[src/rtl/darkflash_axi_bridge.sv]
// darkflash_axi_bridge: read-only device_bus to AXI4-Lite (AR/R) bridge; define DARKFLASH_PREFETCH_EN for a one-entry next-word prefetch buffer.
// Latency: RACK in the 3rd cycle after a sampled read at best (1 on a prefetch hit); WACK 1 cycle after a sampled write.
// Backpressure: ARVALID held until ARREADY, RREADY held until RVALID; bus requests stall unacknowledged until the bridge returns to IDLE.
module darkflash_axi_bridge #(
  parameter int unsigned ADDR_W   = 24,
  parameter int unsigned TIMEOUT  = 255,
  parameter logic [31:0] ERR_DATA = 32'h0000_0013
) (
  input  logic              XCLK,
  input  logic              XRES,
  input  logic              BUS_EN,
  input  logic              BUS_RE,
  input  logic              BUS_WE,
  input  logic [31:0]       BUS_ADDR,
  output logic [31:0]       BUS_DATA,
  output logic              BUS_RACK,
  output logic              BUS_WACK,
  output logic [ADDR_W-1:0] ARADDR,
  output logic              ARVALID,
  input  logic              ARREADY,
  input  logic [31:0]       RDATA,
  input  logic [1:0]        RRESP,
  input  logic              RVALID,
  output logic              RREADY,
  output logic              ERR
);

  localparam int unsigned CNT_W = (TIMEOUT > 1) ? $clog2(TIMEOUT + 1) : 1;
  localparam logic [CNT_W-1:0] CNT_LAST = CNT_W'((TIMEOUT == 0) ? 0 : TIMEOUT - 1);

  typedef enum logic [2:0] {
    S_IDLE  = 3'd0,
    S_AR    = 3'd1,
    S_R     = 3'd2,
    S_ACK   = 3'd3,
    S_WACK  = 3'd4,
    S_DRAIN = 3'd5
  } state_t;

  state_t            r_state, w_state_nxt;
  logic [ADDR_W-1:0] r_araddr, w_araddr_nxt;
  logic              r_arvalid, w_arvalid_nxt;
  logic              r_rready, w_rready_nxt;
  logic [31:0]       r_data, w_data_nxt;
  logic              r_rack, w_rack_nxt;
  logic              r_wack, w_wack_nxt;
  logic              r_err, w_err_nxt;
  logic [CNT_W-1:0]  r_cnt, w_cnt_nxt;

  logic [ADDR_W-1:0] w_req_addr;
  logic              w_to;
  logic              w_to_fire;
  logic              w_unused;

`ifdef DARKFLASH_PREFETCH_EN
  logic              r_pf_busy, w_pf_busy_nxt;
  logic              r_ack_pf, w_ack_pf_nxt;
  logic              r_pf_vld, w_pf_vld_nxt;
  logic [ADDR_W-1:0] r_pf_tag, w_pf_tag_nxt;
  logic [31:0]       r_pf_data, w_pf_data_nxt;
`endif

  assign w_req_addr = {BUS_ADDR[ADDR_W-1:2], 2'b00};
  assign w_to       = (TIMEOUT != 0) && (r_cnt == CNT_LAST);
  assign w_unused   = ^BUS_ADDR;

  always_comb begin
    w_state_nxt   = r_state;
    w_araddr_nxt  = r_araddr;
    w_arvalid_nxt = r_arvalid;
    w_rready_nxt  = r_rready;
    w_data_nxt    = r_data;
    w_rack_nxt    = 1'b0;
    w_wack_nxt    = 1'b0;
    w_err_nxt     = r_err;
    w_cnt_nxt     = r_cnt;
    w_to_fire     = 1'b0;
`ifdef DARKFLASH_PREFETCH_EN
    w_pf_busy_nxt = r_pf_busy;
    w_ack_pf_nxt  = r_ack_pf;
    w_pf_vld_nxt  = r_pf_vld;
    w_pf_tag_nxt  = r_pf_tag;
    w_pf_data_nxt = r_pf_data;
`endif

    case (r_state)
      S_IDLE: begin
        if (BUS_EN && BUS_RE) begin
`ifdef DARKFLASH_PREFETCH_EN
          if (r_pf_vld && (r_pf_tag == w_req_addr)) begin
            w_rack_nxt   = 1'b1;
            w_data_nxt   = r_pf_data;
            w_araddr_nxt = r_pf_tag;
            w_ack_pf_nxt = 1'b1;
            w_state_nxt  = S_ACK;
          end else
`endif
          begin
            w_araddr_nxt  = w_req_addr;
            w_arvalid_nxt = 1'b1;
            w_cnt_nxt     = '0;
            w_state_nxt   = S_AR;
          end
        end else if (BUS_EN && BUS_WE) begin
          w_wack_nxt  = 1'b1;
          w_err_nxt   = 1'b1;
          w_state_nxt = S_WACK;
        end
      end

      S_AR: begin
        w_cnt_nxt = r_cnt + 1'b1;
        if (ARREADY) begin
          w_arvalid_nxt = 1'b0;
          w_rready_nxt  = 1'b1;
          w_state_nxt   = S_R;
        end
        w_to_fire = w_to;
      end

      S_R: begin
        w_cnt_nxt = r_cnt + 1'b1;
        if (RVALID) begin
          w_rready_nxt = 1'b0;
`ifdef DARKFLASH_PREFETCH_EN
          if (r_pf_busy) begin
            w_pf_busy_nxt = 1'b0;
            w_pf_vld_nxt  = (RRESP == 2'b00);
            w_pf_tag_nxt  = r_araddr;
            w_pf_data_nxt = RDATA;
            w_state_nxt   = S_IDLE;
          end else
`endif
          begin
            w_rack_nxt  = 1'b1;
            w_state_nxt = S_ACK;
            if (RRESP == 2'b00) begin
              w_data_nxt = RDATA;
            end else begin
              w_data_nxt = ERR_DATA;
              w_err_nxt  = 1'b1;
            end
`ifdef DARKFLASH_PREFETCH_EN
            w_ack_pf_nxt = (RRESP == 2'b00);
            if (RRESP != 2'b00) w_pf_vld_nxt = 1'b0;
`endif
          end
        end else begin
          w_to_fire = w_to;
        end
      end

      S_ACK: begin
        w_state_nxt = S_IDLE;
`ifdef DARKFLASH_PREFETCH_EN
        // Speculatively fetch the next word while the core consumes this one.
        if (r_ack_pf) begin
          w_araddr_nxt  = r_araddr + ADDR_W'(4);
          w_arvalid_nxt = 1'b1;
          w_cnt_nxt     = '0;
          w_pf_busy_nxt = 1'b1;
          w_pf_vld_nxt  = 1'b0;
          w_ack_pf_nxt  = 1'b0;
          w_state_nxt   = S_AR;
        end
`endif
      end

      S_WACK: begin
        w_state_nxt = S_IDLE;
      end

      S_DRAIN: begin
        if (r_arvalid && ARREADY) begin
          w_arvalid_nxt = 1'b0;
          w_rready_nxt  = 1'b1;
        end
        if (r_rready && RVALID) begin
          w_rready_nxt = 1'b0;
          w_state_nxt  = S_IDLE;
`ifdef DARKFLASH_PREFETCH_EN
          w_pf_busy_nxt = 1'b0;
`endif
        end
      end

      default: begin
        w_state_nxt = S_IDLE;
      end
    endcase

    // A stalled slave still owes us a handshake, so the AXI side is finished off in DRAIN.
    if (w_to_fire) begin
      w_state_nxt = S_DRAIN;
`ifdef DARKFLASH_PREFETCH_EN
      w_pf_vld_nxt = 1'b0;
      if (!r_pf_busy) begin
        w_rack_nxt = 1'b1;
        w_data_nxt = ERR_DATA;
        w_err_nxt  = 1'b1;
      end
`else
      w_rack_nxt = 1'b1;
      w_data_nxt = ERR_DATA;
      w_err_nxt  = 1'b1;
`endif
    end
  end

  always_ff @(posedge XCLK or negedge XRES) begin
    if (!XRES) begin
      r_state   <= S_IDLE;
      r_araddr  <= '0;
      r_arvalid <= 1'b0;
      r_rready  <= 1'b0;
      r_data    <= '0;
      r_rack    <= 1'b0;
      r_wack    <= 1'b0;
      r_err     <= 1'b0;
      r_cnt     <= '0;
`ifdef DARKFLASH_PREFETCH_EN
      r_pf_busy <= 1'b0;
      r_ack_pf  <= 1'b0;
      r_pf_vld  <= 1'b0;
      r_pf_tag  <= '0;
      r_pf_data <= '0;
`endif
    end else begin
      r_state   <= w_state_nxt;
      r_araddr  <= w_araddr_nxt;
      r_arvalid <= w_arvalid_nxt;
      r_rready  <= w_rready_nxt;
      r_data    <= w_data_nxt;
      r_rack    <= w_rack_nxt;
      r_wack    <= w_wack_nxt;
      r_err     <= w_err_nxt;
      r_cnt     <= w_cnt_nxt;
`ifdef DARKFLASH_PREFETCH_EN
      r_pf_busy <= w_pf_busy_nxt;
      r_ack_pf  <= w_ack_pf_nxt;
      r_pf_vld  <= w_pf_vld_nxt;
      r_pf_tag  <= w_pf_tag_nxt;
      r_pf_data <= w_pf_data_nxt;
`endif
    end
  end

  assign BUS_DATA = r_data;
  assign BUS_RACK = r_rack;
  assign BUS_WACK = r_wack;
  assign ARADDR   = r_araddr;
  assign ARVALID  = r_arvalid;
  assign RREADY   = r_rready;
  assign ERR      = r_err;

endmodule
[config.mk]
export PLATFORM = sky130hd
export DESIGN_NAME = darkflash_axi_bridge
export DESIGN_NICKNAME = d
export VERILOG_FILES = /design/src/rtl/darkflash_axi_bridge.sv
export SDC_FILE = /design/constraint.sdc
export NUM_CORES = 1
export LEC_CHECK = 0
export CAP_MARGIN = 20
export CORE_UTILIZATION = 40
export CTS_BUF_LIST = sky130_fd_sc_hd__clkbuf_8
export DETAILED_ROUTE_END_ITERATION = 8
export PLACE_DENSITY = 0.79
export SLEW_MARGIN = 20
export SYNTH_ARGS = -nofsm -noshare
export SYNTH_HDL_FRONTEND = slang
export SYNTH_SLANG_ARGS = --single-unit
[constraint.sdc]
create_clock -name XCLK -period 3.9 [get_ports XCLK]
set_clock_uncertainty 0.05 [all_clocks]
set_input_delay 0.39 -clock XCLK [delete_from_list [all_inputs] [get_ports XCLK]]
set_output_delay 0.39 -clock XCLK [all_outputs]
set_load 0.005 [all_outputs]
* Yosys cells after proc, flatten, opt, wreduce, memory -nomap -nowiden *
Index checks and enable logic that the tools add are counted.

storage, ports and cells
  bits in latches = 0
  bits in read-only memories = 0
  input bits = 73
  memory bits (writable) = 0
  register bits after elaboration = 70
  memories = 0

operators by class
  magnitude comparators = 0
  shift-type cells = 0
  bitwise operators = 0
  div/mod/pow operators = 0
  equality and inequality tests = 16
  reductions and logical operators = 20
  add/sub/neg operators = 1
  multiplexer cells = 36
  multiply operators = 0

operators with widths
  kind                                                 count
  2-to-1 mux 32 bit                                    4
  inequality test 3 bit, second input constant         7
  2-to-1 mux 1 bit                                     19
  2-to-1 mux 3 bit                                     6
  case mux 8 bit (2 select lines)                      1
  case mux 3 bit (4 select lines)                      1
  AND reduction 4 bit                                  3
  nonzero test 3 bit                                   3
  adder 8 x 1 -> 8 bit, second input constant          1
  equality test 8 bit, second input constant           1
  2-to-1 mux 8 bit                                     1
  inequality test 2 bit, second input constant         4
  case mux 1 bit (3 select lines)                      2
  AND reduction 2 bit                                  3
  nonzero test 2 bit                                   3
  AND reduction 5 bit                                  1
  logical AND 1 bit                                    4
  inequality test 4 bit, second input constant         1
  case mux 1 bit (2 select lines)                      2
  equality test 3 x 1 -> 1 bit, second input constant  1
  equality test 3 x 2 -> 1 bit, second input constant  1
  equality test 3 bit, second input constant           1
  zero test 3 bit                                      1
  zero test 2 bit                                      1
  OR reduction 2 bit                                   1

* Logic depth before layout (Yosys ltp) *
Gate-level depths: netlist (run 1).

  depth after elaboration = 5
  mapped depth = 8

* Worst setup path before layout (run 1) *
Ideal clock, no wire load.

  kind = register to register
  from = reg r_state[0]
  to = reg r_araddr[12], in the netlist ARADDR[12]
  stages on the path, launching flop included = 7
  setup slack = 2.187 ns
  required time = 3.725 ns
  path buffers = 3
  data arrival time = 1.538 ns
  cell sequence = dfrtp_1 buf_4 nor3_2 and3_1 buf_4 buf_6 mux2_4

between the ends
  longest elaborated chain between the ends = 2

ends and longest elaborated chain
  what                                  RTL line  RTL
  from (decl)                           40        state_t r_state, w_state_nxt;
  from (signal assigned)                229       r_state <= w_state_nxt;
  zero test 3 bit                       86        case (r_state)
  AND reduction 2 bit (no source line)  n/a
  to (signal assigned)                  230       r_araddr <= w_araddr_nxt;
  to (decl)                             41        logic [ADDR_W-1:0] r_araddr, w_araddr_nxt;

Every way passes these cells.
A chain may end at the register's enable or synchronous reset.

* Worst setup path in the final report (run 1) *
  from = reg r_state[2]
  to = reg r_araddr[6], in the netlist ARADDR[6]

The elaborated chain is that of the path after synthesis.

==> results of run 1 <==
==> report_power, final <==
part	internal [mW]	switching [mW]	leakage, nW
logic	0.880	0.406	0.931
registers	1.05	0.228	0.885
clock network	0.356	0.261	0.109
total	2.28	0.896	1.93
==> registers in the layout (all words and copies together) (netlist names) <==
register,cells
r_cnt,8
r_state,3
RREADY,1
ERR,1
ARVALID,1
BUS_WACK,1
BUS_RACK,1
BUS_DATA,32
ARADDR,22
==> kinds of logic after synthesis <==
logic type      count (synthesis)  share of synthesized area [%]
flops                          70                          58.26
compound gates                 55                          15.36
simple gates                   48                          9.363
mux                            23                          9.863
buf+inv                        17                          4.452
xor+xnor                        6                          1.748
fa+ha+maj                       2                         0.8322
other cells                     1                         0.1247
==> critical path: cells and delay by family, from the launching register on <==
| family | cells | cell delay [ns] |
|---|---|---|
| AND/OR/NAND/NOR | 2 | 0.54 |
| buffers and inverters | 1 | 0.35 |
| multiplexers | 1 | 0.39 |
| flip-flops | 1 | 0.59 |
==> final cells by class <==
cell class,count,share of cell area [%]
flip-flops and latches,70,39.28
repair buffers,125,27.72
multi-input cells,136,25.22
clock buffers,9,2.778
well taps,99,2.778
clock inverters,6,1.964
inverters,3,0.2525
==> per-stage QoR <==
step           setup slack, ns  area [um^2]  total power, mW
2_1_floorplan            2.187         3010            1.840
3_3_place_gp             1.678         4248            2.543
3_5_place_dp             1.673         4248            2.584
4_1_cts                  1.828         4459            3.221
5_1_grt                  1.720         4459            3.394
6_report                 1.849         4459            3.179
==> cells in the mapped netlist, types with 2 or more instances <==
cell type,n
inv_1,2
xnor2_1,5
a21o_1,4
nand3_1,5
nor3_1,3
mux2_4,10
dfrtp_1,70
mux2_1,4
buf_2,2
nand2b_1,2
a211oi_1,2
a22o_1,29
a21oi_1,3
buf_4,6
o22a_1,3
ha_1,2
buf_6,6
nor2_1,12
nand2_1,9
a31oi_1,2
o21ai_0,6
mux2_2,9
nor3_2,2
and3_1,2
nor4_1,2
==> metal layers <==
layer	GRT usage (%)	vias to the layer above
met5	0	-
met4	8.065	0
met3	4.011	10
met2	27.69	70
met1	22.50	1101
li1	-	1059
==> path summary, 6_finish.rpt <==
| check | from | depth (start not counted) | slack [ns] | end |
|---|---|---|---|---|
| min | XRES | 1 | 0.11 | BUS_DATA[10] |
| min in group XCLK | ERR | 1 | 0.42 | ERR |
| min reg2reg | ERR | 1 | 0.42 | ERR |
| max | r_state[2] | 4 | 1.85 | ARADDR[6] |
| max in group asynchronous | XRES | 2 | 2.75 | ARADDR[10] |
| max reg2reg | r_state[2] | 4 | 1.85 | ARADDR[6] |
==> out/metrics.yaml, run 1 <==
route:
  met2WireLength_um: 3175
  wl_um: 6604
  wl_met3_um: 419
  vias: 2240
  top_layer: "met4"
  viasPerCell: 5.000
  wire_per_inst_um: 14.74
  drcViolationCount: 0
  drt_iter0_drc: 52
  ant_nets: 0
  drt_pass1_iterations: 4
  met1_length_um: 2909
timing:
  tightest_slew_ns: 0.8590
  hold_violations: 0
  grt_setup_unrepaired: "no"
  setup_viol: 0
  fmax_ghz: 0.4876
  max_slew_margin_pct: 42.73
  setup_tns_ns: 0
  period_needed_ns: 2.051
  fin_hold_ws_ns: 0.1121
  finalCritPeriodShare_pct: 52.59
  drv_slew: 0
setup_path:
  crit_path_start_kind: "register"
  crit_path_cell_trace: "nor3_2, and3_1, buf_4, mux2_2"
  arrival_ns: 2.21
  endpoint_kind: "register"
  crit_path_top_delay_cell: "dfrtp_1"
  crit_fanout: 28
  crit_path_max_incr_delay_ns: 0.59
  crit_required_ns: 4.06
  crit_type: "reg2reg"
logic_synthesis:
  synth_ff_type: "dfrtp_1"
  synth_top_area_share_pct: 58.26
  ys_ff_latch: 70
  avgSynthCellArea_um2: 13.54
  synthesis.area_um2: 3007
  yosysWarningCount: 0
  async_flop_share_pct: 100.0
  syn_inst: 222
  synth_cell_types: 45
  synth_area_leader_cell: "dfrtp_1"
  synth_edf_count: 0
  synth-seq-area-share_pct: 58.26
  synthTopCellsByArea: "dfrtp_1, a22o_1, mux2_4, mux2_2, buf_6"
floorplan:
  die_y_um: 88.70
  ios: 134
  die-area_um2: 7868
  start_util_pct: 41.45
  rows: 31
  dieWidth_um: 88.70
  core-area_um2: 7253
clock_network:
  clk_latency_ns: 0.33
  post_cts_resized: 0
  cts_buffer_depth: 2
  cts_root_buf: "clkbuf_8"
  path_clk_slew_ns: 0.08
  cts_max_level: 3
  cts.sinks: 70
  cts_buffers: 9
  hold_buffers: 0
  postCtsSetupBuffers: 0
  cts_tree: "done"
place:
  portBuffers: 121
  dp_cells: 433
  dpl.hpwl_um: 4822
  gp_congestion: 0.8236
pwr:
  p_per_area_nw_per_um2: 712.9
  vdd_ir_drop_max_mv: 0.2943
  p_leak_nw: 1.925
grt:
  grtUsageTotal_pct: 17.37
  antenna_found_initial: 0
  grt_pass1_wl_um: 10240
  grt_pass1_vias: 2167
  grt-ovfl-total: 0
  grt_max_degree: 40
finish:
  n_antenna_cell: 0
  layout_common_cells: "clkdlybuf4s50_1, dfrtp_1, a22o_1, nor2_1, mux2_4"
  layout-drive-gt1-share_pct: 14.04
  fin_nets: 420
  nFillCells: 578
  area_growth_pct: 48.31
  finalNonFillerCells: 448
  final_core_util_pct: 61.48
  ff_latch_area_um2: 1752
  multi_input_area_um2: 1125
  layout_commonest_cell: "clkdlybuf4s50_1"
hold_path:
  hold_path.class: "in2async"
outcome:
  status: "completed"
flow_run:
  max_cap_viol_count: 0
No activity file was read; power rests on OpenSTA's default activity.
==> inputs of run 2 (changes only) <==
Clock period 3.9 ns to 2.15 ns, I/O delays scaled along.
==> out/metrics.yaml, run 2 (synthesis results as in run 1) <==
outcome:
  status: "completed"
route:
  viasPerCell: 5.044
  top_layer: "met4"
  wl_um: 6935
  wl_met3_um: 422
  drt_iter0_drc: 81
  met2WireLength_um: 3402
  met1_length_um: 3059
  ant_nets: 0
  vias: 2280
  drcViolationCount: 0
  wire_per_inst_um: 15.34
  drt_pass1_iterations: 4
pwr:
  p_leak_nw: 1.941
  vdd_ir_drop_max_mv: 0.5523
  finalPower_mw: 5.651
  p_per_area_nw_per_um2: 1255
timing:
  fmax_ghz: 0.5172
  max_slew_margin_pct: 55.29
  hold_violations: 0
  drv_slew: 0
  setup_ws_ns: 0.2166
  period_needed_ns: 1.933
  setup_tns_ns: 0
  grt_setup_unrepaired: "no"
  finalCritPeriodShare_pct: 89.92
  setup_viol: 0
  tightest_slew_ns: 0.6667
setup_path:
  crit_path_cell_trace: "or3b_1, a21boi_0, o31ai_2, mux2_2"
  crit_family: "flip-flops"
  path_buf_inv: 0
  crit_fanout: 13
  crit_path_start_kind: "register"
  endpoint_kind: "register"
  crit_path_max_incr_delay_ns: 0.52
  crit_path_top_delay_cell: "dfrtp_1"
  crit_type: "reg2reg"
  crit_required_ns: 2.31
  arrival_ns: 2.09
floorplan:
  dieWidth_um: 88.70
  die_y_um: 88.70
  die-area_um2: 7868
  core-area_um2: 7253
  rows: 31
  ios: 134
  start_util_pct: 41.45
finish:
  area_growth_pct: 49.77
  largest_reg_flops: 32
  ff_latch_area_um2: 1752
  multi_input_area_um2: 1125
  nFillCells: 573
  n_antenna_cell: 0
  fin_nets: 424
  layout-drive-gt1-share_pct: 14.73
  layout_commonest_cell: "clkdlybuf4s50_1"
  layout_common_cells: "clkdlybuf4s50_1, dfrtp_1, a22o_1, nor2_1"
clock_network:
  cts.sinks: 70
  cts_buffers: 9
  clk_latency_ns: 0.33
  path_clk_slew_ns: 0.08
  postCtsSetupBuffers: 0
  cts_buffer_depth: 2
  cts_tree: "done"
  cts_max_level: 3
  cts_root_buf: "clkbuf_8"
grt:
  grt-ovfl-total: 0
  grt_pass1_vias: 2247
  antenna_found_initial: 0
  grt_pass1_wl_um: 10740
  grt_max_degree: 71
  grtUsageTotal_pct: 18.07
place:
  dpl.hpwl_um: 4973
  gp_congestion: 0.8086
  pre_cts_ws_ns: 0.1287
  portBuffers: 121
hold_path:
  hold_path.class: "in2async"
flow_run:
  max_cap_viol_count: 0
[run 2: cell count changes in the layout (fill, tap and decap cells not counted), sizes merged]
| cell | change |
|---|---|
| clkinv | -1 |
| inv | +1 |
| buf | +3 |
| clkbuf | +1 |
| dlygate4sd3 | +1 |
| clkinvlp | +1 |
| bufinv | -2 |
[run 2: what timing repair did]
item                                    4_1_cts  5_1_grt
endpoints found under the hold margin        70        0
hold buffers                                  1        0
gates resized for setup                       0        0
endpoints found under the setup margin        0        0
[run 2: layout make-up]
| class | count | share of cell area (%) |
|---|---|---|
| clock inverters | 5 | 0.7780 |
| repair buffers | 129 | 29.29 |
| clock buffers | 10 | 3.056 |
| well taps | 99 | 2.751 |
| flip-flops and latches | 70 | 38.90 |
| multi-input cells | 136 | 24.98 |
| inverters | 3 | 0.2501 |
[run 2: stage by stage]
step	utilization [%]	hold slack (ns)	std cells	area, um^2
after floorplan	-	-0.1306	223	3010
after global placement	59.57	0.2196	436	4320
after detailed placement	59.57	0.2181	436	4320
after CTS	62.08	0.3807	452	4503
after global routing	62.08	0.4110	452	4503
final	62.08	0.3915	452	4503
[run 2: worst reg2reg max path, stage by stage, from the launching register on]
cell and delay, ns:
dfrtp_1 0.52, or3b_1 0.48, a21boi_0 0.16, o31ai_2 0.25, mux2_2 0.37
[run 2: path summary, 6_finish.rpt]
kind	slack, ns	endpoint	cells after the start	startpoint
setup / recovery	0.22	r_state[0]	4	r_state[0]
hold / removal	0.39	BUS_DATA[10]	3	XRES
setup reg to reg	0.22	r_state[0]	4	r_state[0]
hold reg to reg	0.42	ERR	1	ERR
max in group asynchronous	1.35	r_state[0]	3	XRES
min in group XCLK	0.42	BUS_DATA[4]	2	RDATA[4]
[run 2: power breakdown]
part | leakage, nW | internal [mW] | switching [mW]
Combinational | 0.967 | 1.64 | 0.798
Sequential | 0.885 | 1.90 | 0.379
Clock | 0.0885 | 0.446 | 0.488
Total | 1.94 | 3.99 | 1.66
[run 2: metal layers]
layer / GRT usage, % / vias to the layer above
met2: 30.42 / 67
li1: - / 1067
met5: 0 / -
met3: 4.011 / 6
met4: 7.918 / 0
met1: 22.32 / 1140
==> inputs of run 3 (changes only) <==
Settings changed: CORE_UTILIZATION 40 to 39, PLACE_DENSITY 0.79 to 0.81, SKIP_LAST_GASP set to 1.
Clock period 2.15 ns to 1.5 ns, I/O delays scaled along.
==> out/metrics.yaml, run 3 (synthesis results as in run 1) <==
floorplan:
  ios: 134
  dieWidth_um: 89.80
  start_util_pct: 40.80
  rows: 31
  core-area_um2: 7370
  die-area_um2: 8064
  die_y_um: 89.80
grt:
  grtUsageTotal_pct: 20.79
  antenna_found_initial: 0
  grt_pass1_wl_um: 13240
  grt_max_degree: 45
  grt-ovfl-total: 0
  grt_pass1_vias: 2583
timing:
  max_slew_margin_pct: 63.88
  setup_viol: 66
  tightest_slew_ns: 0.5418
  setup_ws_ns: -0.2696
  fin_hold_ws_ns: 0.3245
  setup_tns_ns: -14.25
  period_needed_ns: 1.770
  grt_setup_unrepaired: "yes"
  hold_violations: 0
  drv_slew: 0
  finalCritPeriodShare_pct: 118.0
  fmax_ghz: 0.5651
pwr:
  p_per_area_nw_per_um2: 1851
  vdd_ir_drop_max_mv: 0.9958
  finalPower_mw: 9.512
  p_leak_nw: 2.272
clock_network:
  cts_max_level: 3
  clk_latency_ns: 0.33
  cts_buffers: 9
  cts_buffer_depth: 2
  cts_root_buf: "clkbuf_8"
  cts.sinks: 70
  cts_tree: "done"
  path_clk_slew_ns: 0.08
setup_path:
  crit_fanout: 6
  crit_required_ns: 1.67
  arrival_ns: 1.94
  crit_path_cell_trace: "buf_6, nor3_4, and3_4, buf_6, clkbuf_16, mux2_4"
  endpoint_kind: "register"
  crit_path_frequent_cell: "buf_6"
  crit_family: "flip-flops"
  crit_path_max_incr_delay_ns: 0.45
  rr_startpoint: "r_state[1]"
  crit_path_start_kind: "register"
  reg2reg_to: "ARADDR[9]"
  crit_path_top_delay_cell: "dfrtp_2"
  path_buf_inv: 3
  crit_type: "reg2reg"
  r2r_slack_ns: -0.27
  worstRegToRegCells: 6
place:
  pre_cts_ws_ns: -0.4012
  dpl.hpwl_um: 5553
  dp_cells: 464
  portBuffers: 121
  gp_congestion: 0.8818
finish:
  layout-drive-gt1-share_pct: 28.89
  fin_nets: 468
  largest_reg_flops: 32
  ff_latch_area_um2: 1753
  multi_input_area_um2: 1295
  layout_commonest_cell: "clkdlybuf4s50_1"
  finalNonFillerCells: 497
  area_growth_pct: 70.95
  layout_common_cells: "clkdlybuf4s50_1, dfrtp_1, buf_4, a22o_1, mux2_4"
  nFillCells: 503
  n_antenna_cell: 0
flow_run:
  max_cap_viol_count: 0
route:
  wire_per_inst_um: 17.33
  ant_nets: 0
  drt_iter0_drc: 83
  wl_um: 8612
  drcViolationCount: 0
  viasPerCell: 5.169
  vias: 2569
  drt_pass1_iterations: 4
outcome:
  violations: "negative setup slack"
  status: "finished, violations left"
hold_path:
  hold_path.class: "in2async"
-- run 3: final cells by class --
class,instances,share of cell area (%)
Sequential cell,70,34.10
Inverter,3,0.2191
Timing Repair Buffer,173,33.91
Clock buffer,9,2.410
Tap cell,99,2.410
Multi-Input combinational cell,136,25.19
Clock inverter,7,1.753
-- run 3: metrics by stage --
stage	util [%]	area, um^2
after global placement	61.71	4548
after detailed placement	61.71	4548
after CTS	67.22	4954
final	69.75	5140
after global routing	69.75	5140
after floorplan	-	3029
-- run 3: worst max path at each step --
stage          depth (start not counted)    endpoint  slack (ns)        from
2_1_floorplan                          6  ARADDR[12]       -0.16  r_state[0]
3_3_place_gp                           5  r_state[0]       -0.38      RVALID
3_5_place_dp                           5  r_state[0]       -0.40      RVALID
4_1_cts                                6   ARADDR[4]       -0.22  r_state[0]
5_1_grt                                6  ARADDR[23]       -0.32  r_state[1]
6_report                               6   ARADDR[9]       -0.27  r_state[1]
-- run 3: repair_timing --
item,CTS,global route
hold buffers,1,0
gates resized for setup,18,26
gates cloned,1,2
setup endpoints to repair,61,66
pin swaps,6,9
buffers inserted,9,6
hold endpoints to repair,70,0
-- run 3: worst register-to-register path, cell delays in order, from the launching register on --
cell,delay (ns)
dfrtp_2,0.45
buf_6,0.15
nor3_4,0.19
and3_4,0.24
buf_6,0.12
clkbuf_16,0.15
mux2_4,0.29
-- run 3: power by group --
part / switching, mW / internal, mW / total, mW
logic: 1.56 / 3.06 / 4.63
registers: 0.514 / 2.73 / 3.24
clock network: 0.715 / 0.928 / 1.64
total: 2.79 / 6.72 / 9.51
-- run 3: routing by layer --
layer,track usage (%),share of wire [%]
met5,0,0
met4,6.694,1.5
met3,3.892,4.4
met2,35.32,51
met1,26.83,43
